## src/rtl/uart_rx_byte.sv

```systemverilog
// 8N1 UART receiver: mid-bit sampling with a clock-derived bit timer.
// Emits one-cycle valid / frame_err strobes per frame.
module uart_rx_byte #(
  parameter int CLOCK_RATE = 100000000,
  parameter int BAUD_RATE  = 115200
) (
  input  logic       clk,
  input  logic       rst,
  input  logic       usb_rx,
  output logic [7:0] data,
  output logic       valid,
  output logic       frame_err,
  output logic       busy
);

  localparam int CLKS_PER_BIT = CLOCK_RATE / BAUD_RATE;
  localparam int HALF_BIT     = CLKS_PER_BIT / 2;
  localparam int CW           = $clog2(CLKS_PER_BIT);

  localparam logic [CW-1:0] HALF_END = CW'(HALF_BIT - 1);
  localparam logic [CW-1:0] BIT_END  = CW'(CLKS_PER_BIT - 1);

  typedef enum logic [2:0] {
    IDLE,
    START,
    DATA,
    STOP,
    WAIT_HIGH
  } state_t;

  state_t        state;
  state_t        state_n;
  logic          sync1;
  logic          rx_s;
  logic [CW-1:0] cnt;
  logic [CW-1:0] cnt_n;
  logic [2:0]    idx;
  logic [2:0]    idx_n;
  logic [7:0]    shreg;
  logic [7:0]    shreg_n;
  logic [7:0]    data_n;
  logic          valid_n;
  logic          ferr_n;

  // Line idles high, so the synchronizer resets to 1.
  always_ff @(posedge clk) begin
    if (rst) begin
      sync1 <= 1'b1;
      rx_s  <= 1'b1;
    end else begin
      sync1 <= usb_rx;
      rx_s  <= sync1;
    end
  end

  always_ff @(posedge clk) begin
    if (rst) begin
      state     <= IDLE;
      cnt       <= '0;
      idx       <= '0;
      shreg     <= '0;
      data      <= '0;
      valid     <= 1'b0;
      frame_err <= 1'b0;
    end else begin
      state     <= state_n;
      cnt       <= cnt_n;
      idx       <= idx_n;
      shreg     <= shreg_n;
      data      <= data_n;
      valid     <= valid_n;
      frame_err <= ferr_n;
    end
  end

  always_comb begin
    state_n = state;
    cnt_n   = cnt;
    idx_n   = idx;
    shreg_n = shreg;
    data_n  = data;
    valid_n = 1'b0;
    ferr_n  = 1'b0;
    unique case (state)
      IDLE: begin
        cnt_n = '0;
        idx_n = '0;
        if (!rx_s) state_n = START;
      end
      START: begin
        if (cnt == HALF_END) begin
          cnt_n   = '0;
          idx_n   = '0;
          state_n = rx_s ? IDLE : DATA;
        end else begin
          cnt_n = cnt + 1'b1;
        end
      end
      DATA: begin
        if (cnt == BIT_END) begin
          cnt_n   = '0;
          shreg_n = {rx_s, shreg[7:1]};
          idx_n   = idx + 3'd1;
          if (idx == 3'd7) state_n = STOP;
        end else begin
          cnt_n = cnt + 1'b1;
        end
      end
      STOP: begin
        if (cnt == BIT_END) begin
          cnt_n = '0;
          if (rx_s) begin
            data_n  = shreg;
            valid_n = 1'b1;
            state_n = IDLE;
          end else begin
            ferr_n  = 1'b1;
            state_n = WAIT_HIGH;
          end
        end else begin
          cnt_n = cnt + 1'b1;
        end
      end
      WAIT_HIGH: begin
        if (rx_s) state_n = IDLE;
      end
      default: state_n = IDLE;
    endcase
  end

  assign busy = (state != IDLE);

endmodule

```

## config.mk

```make
export PLATFORM = sky130hd
export DESIGN_NAME = uart_rx_byte
export DESIGN_NICKNAME = d
export VERILOG_FILES = /design/src/rtl/uart_rx_byte.sv
export SDC_FILE = /design/constraint.sdc
export NUM_CORES = 1
export LEC_CHECK = 0
export CAP_MARGIN = 20
export CORE_ASPECT_RATIO = 1.4
export CORE_UTILIZATION = 35
export DETAILED_ROUTE_END_ITERATION = 10
export PLACE_DENSITY = 0.55
export SKIP_CTS_REPAIR_TIMING = 1
export SYNTH_ARGS = -nofsm -noshare
export SYNTH_HDL_FRONTEND = slang
export SYNTH_SLANG_ARGS = --single-unit
```

## constraint.sdc

```tcl
create_clock -name clk -period 2.15 [get_ports clk]
set_input_delay 0.43 -clock clk [delete_from_list [all_inputs] [get_ports clk]]
set_output_delay 0.43 -clock clk [all_outputs]
set_load 0.005 [all_outputs]
```

==> results.py <==
metrics = {
    "critical_path": {
        "cp-end-kind": "flop",
        "path_delay_family": "simple AND/OR/NAND/NOR gates",
        "criticalPathCategory": "flop to flop",
        "reg2reg_depth": 7,
        "critPathMaxStageDelay_ns": 0.51,
        "cp-start-kind": "flop",
        "cp.arrival_ns": 2.16,
        "crit_chain": "inv_1 > ha_1 > and4bb_1 > nand3_1 > a31oi_4 > or4_1 > a31oi_1",
        "crit_buf_inv": 1,
        "worstPathRequired_ns": 2.36,
        "cp_max_fo": 15,
        "path_depth": 7,
        "cp_slowest_cell": "or4_1",
    },
    "power_and_ir_drop": {
        "power_leakage_nw": 0.841,
        "power.density_nw_per_um2": 634,
        "peakVddDrop_mv": 0.442,
    },
    "clock_tree": {
        "cts-root-buf": "clkbuf_8",
        "path_clk_slew_ns": 0.07,
        "clk_latency_ns": 0.28,
        "h-tree-depth": 2,
        "clk_path_buf_depth": 2,
        "cts_tree": "done",
        "cts_made_buffers": 5,
        "clock_sinks": 36,
    },
    "die": {
        "die_h_um": 83.2,
        "die_width_um": 60.0,
        "initial_utilization_pct": 36.3,
        "num_io_pins": 14,
        "rows": 29,
        "die-area_sq_um": 4990,
        "fp.coreArea_sq_um": 4540,
    },
    "synthesis": {
        "synth-simple-area-share_pct": 27.5,
        "synth.top_cell.area_share_pct": 43.7,
        "synth_mux_area_share_pct": 9.72,
        "netlist_top_cells_count": "dfxtp_1 (36), nor2_1 (25), mux2i_1 (16)",
        "syn_nets": 186,
        "synthArstFlopShare_pct": 0,
        "yosysTopAreaCell": "dfxtp_1",
        "synth_compound_area_share_pct": 12.8,
        "ys_warn_count": 0,
        "avgSynthCellArea_sq_um": 9.21,
        "yosysMostFrequentCell": "dfxtp_1",
        "synthXorXnorAreaFrac_pct": 0,
        "synth-main-ff-cell": "dfxtp_1",
        "syn_area_sq_um": 1650,
        "synth_top_family_by_area": "simple AND/OR/NAND/NOR gates",
        "synth_edf_count": 0,
        "synthTopCellsByArea": "dfxtp_1 (44%), mux2i_1 (9.7%), nor2_1 (5.7%), nand2_1 (3.2%), ha_1 (3.0%)",
        "ys_seq_elements": 36,
        "synth_cells": 179,
        "synthAdderAreaFrac_pct": 3.04,
        "ys_seq_area_share_pct": 43.7,
        "ys_types": 35,
    },
    "placed_design": {
        "gp_congestion": 0.874,
        "dp.cells": 255,
        "place.detailed.hpwl_mm": 2.45,
        "portBuffers": 13,
        "pre_cts_slack_ns": 0.0700,
    },
    "drt": {
        "wl_mm": 3.42,
        "wl_met3_um": 123,
        "wl_per_cell_um": 13.0,
        "routed.top_layer": "met4",
        "wl_met2_mm": 1.74,
        "dr_total_vias": 1371,
        "routed_via_density": 5.21,
        "drt_iter0_markers": 49,
        "route.detailed.drc": 0,
        "wl_met1_mm": 1.48,
        "ant_nets": 0,
        "dr.pass1.iters": 4,
    },
    "timing": {
        "timing.final.crit_share_pct": 90.4,
        "finalSetupViolCount": 0,
        "post-route-min-period_ns": 1.94,
        "hold_violations": 0,
        "worst_slew_pin_slew_ns": 0.406,
        "setup_slack_ns": 0.205,
        "slew_violations": 0,
        "max-slew-margin-rel_pct": 72.9,
        "rsz0062_at_grt": "no",
        "tns_ns": 0,
        "fmax_mhz": 514,
        "skew_ns": 0.00529,
    },
    "grt": {
        "grt_max_degree": 28,
        "grt_usage_pct": 15.2,
        "grt_pass1_vias": 1298,
        "antenna_found_initial": 0,
        "grt_pass1_wl_mm": 5.75,
        "grt-ovfl-total": 0,
    },
    "job": {
        "maxCapViolations": 0,
    },
    "layout": {
        "nets": 207,
        "area_delta_synth_final_pct": 21.6,
        "antenna_cells": 0,
        "final_layout_size_suffix_gt1_share_pct": 13.9,
        "fillCellCount": 457,
        "fin_cells": 263,
    },
    "outcome": {
        "status": "completed",
    },
    "worst_hold_path": {
        "holdCritPathClass": "flop to flop",
        "whs_path_depth": 1,
    },
}
[logic make-up after synthesis]
family                     after synthesis
adders and majority gates                4
buffers and inverters                   13
AOI/OAI and AO/OA                       27
and+or+nand+nor                         83
muxes                                   16
DFF                                     36
[per-layer routing]
layer,vias up,global-route usage (%)
met4,0,8.25
met3,8,4.67
met5,-,0
li1,687,-
met2,30,24.3
met1,646,17.5
[through the flow]
stage	hold WS (ns)	instance area [sq um]	power (W)	utilization [%]
CTS	0.426	1990	0.00129	44.0
floorplan	0.389	1650	0.000751	-
global placement	0.392	1900	0.000776	41.8
finish	0.424	2000	0.00127	44.2
detailed placement	0.403	1900	0.000778	41.8
global route	0.452	2000	0.00133	44.2
[area by class of cell]
class / count / area, sq um / area share [%]
Multi-Input combinational cell: 130 / 883 / 44.1
Sequential cell: 36 / 721 / 36.0
Timing Repair Buffer: 24 / 213 / 10.6
Clock buffer: 6 / 82.6 / 4.12
Tap cell: 62 / 77.6 / 3.87
Clock inverter: 2 / 15.0 / 0.750
Inverter: 3 / 11.3 / 0.562
[sequential cells by signal (all words and copies together) (netlist names)]
| name | cells |
|---|---|
| cnt | 10 |
| valid | 1 |
| rx_s | 1 |
| state | 3 |
| data | 8 |
| sync1 | 1 |
| idx | 3 |
| frame_err | 1 |
| shreg | 8 |
[final timing paths]
path / startpoint / to / slack, ns
setup reg to reg: cnt[1] / cnt[6] / 0.21
hold / removal: sync1 / rx_s / 0.42
hold reg to reg: sync1 / rx_s / 0.42
setup / recovery: cnt[1] / cnt[6] / 0.21
[cell usage in the layout (no fill, tap or decap), types with 4 or more instances in the layout]
cell type,instances
dfxtp_1,36
nor2_1,25
mux2i_1,16
nand2_1,14
clkdlybuf4s50_1,13
buf_4,11
nand3_1,6
a21oi_1,6
clkbuf_8,6
and3_1,5
nand4_1,5
o31ai_1,5
nor3b_1,4
a31oi_1,4
a22o_1,4
ha_1,4
[power by group]
| part | internal, W | switching, W | total [W] | leakage (nW) |
|---|---|---|---|---|
| Clock | 0.000259 | 0.000245 | 0.000504 | 0.0434 |
| Sequential | 0.000673 | 0.00000741 | 0.000680 | 0.291 |
| Combinational | 0.0000349 | 0.0000494 | 0.0000842 | 0.507 |
| Total | 0.000967 | 0.000302 | 0.00127 | 0.841 |
Power figures use the tool's default switching activity.
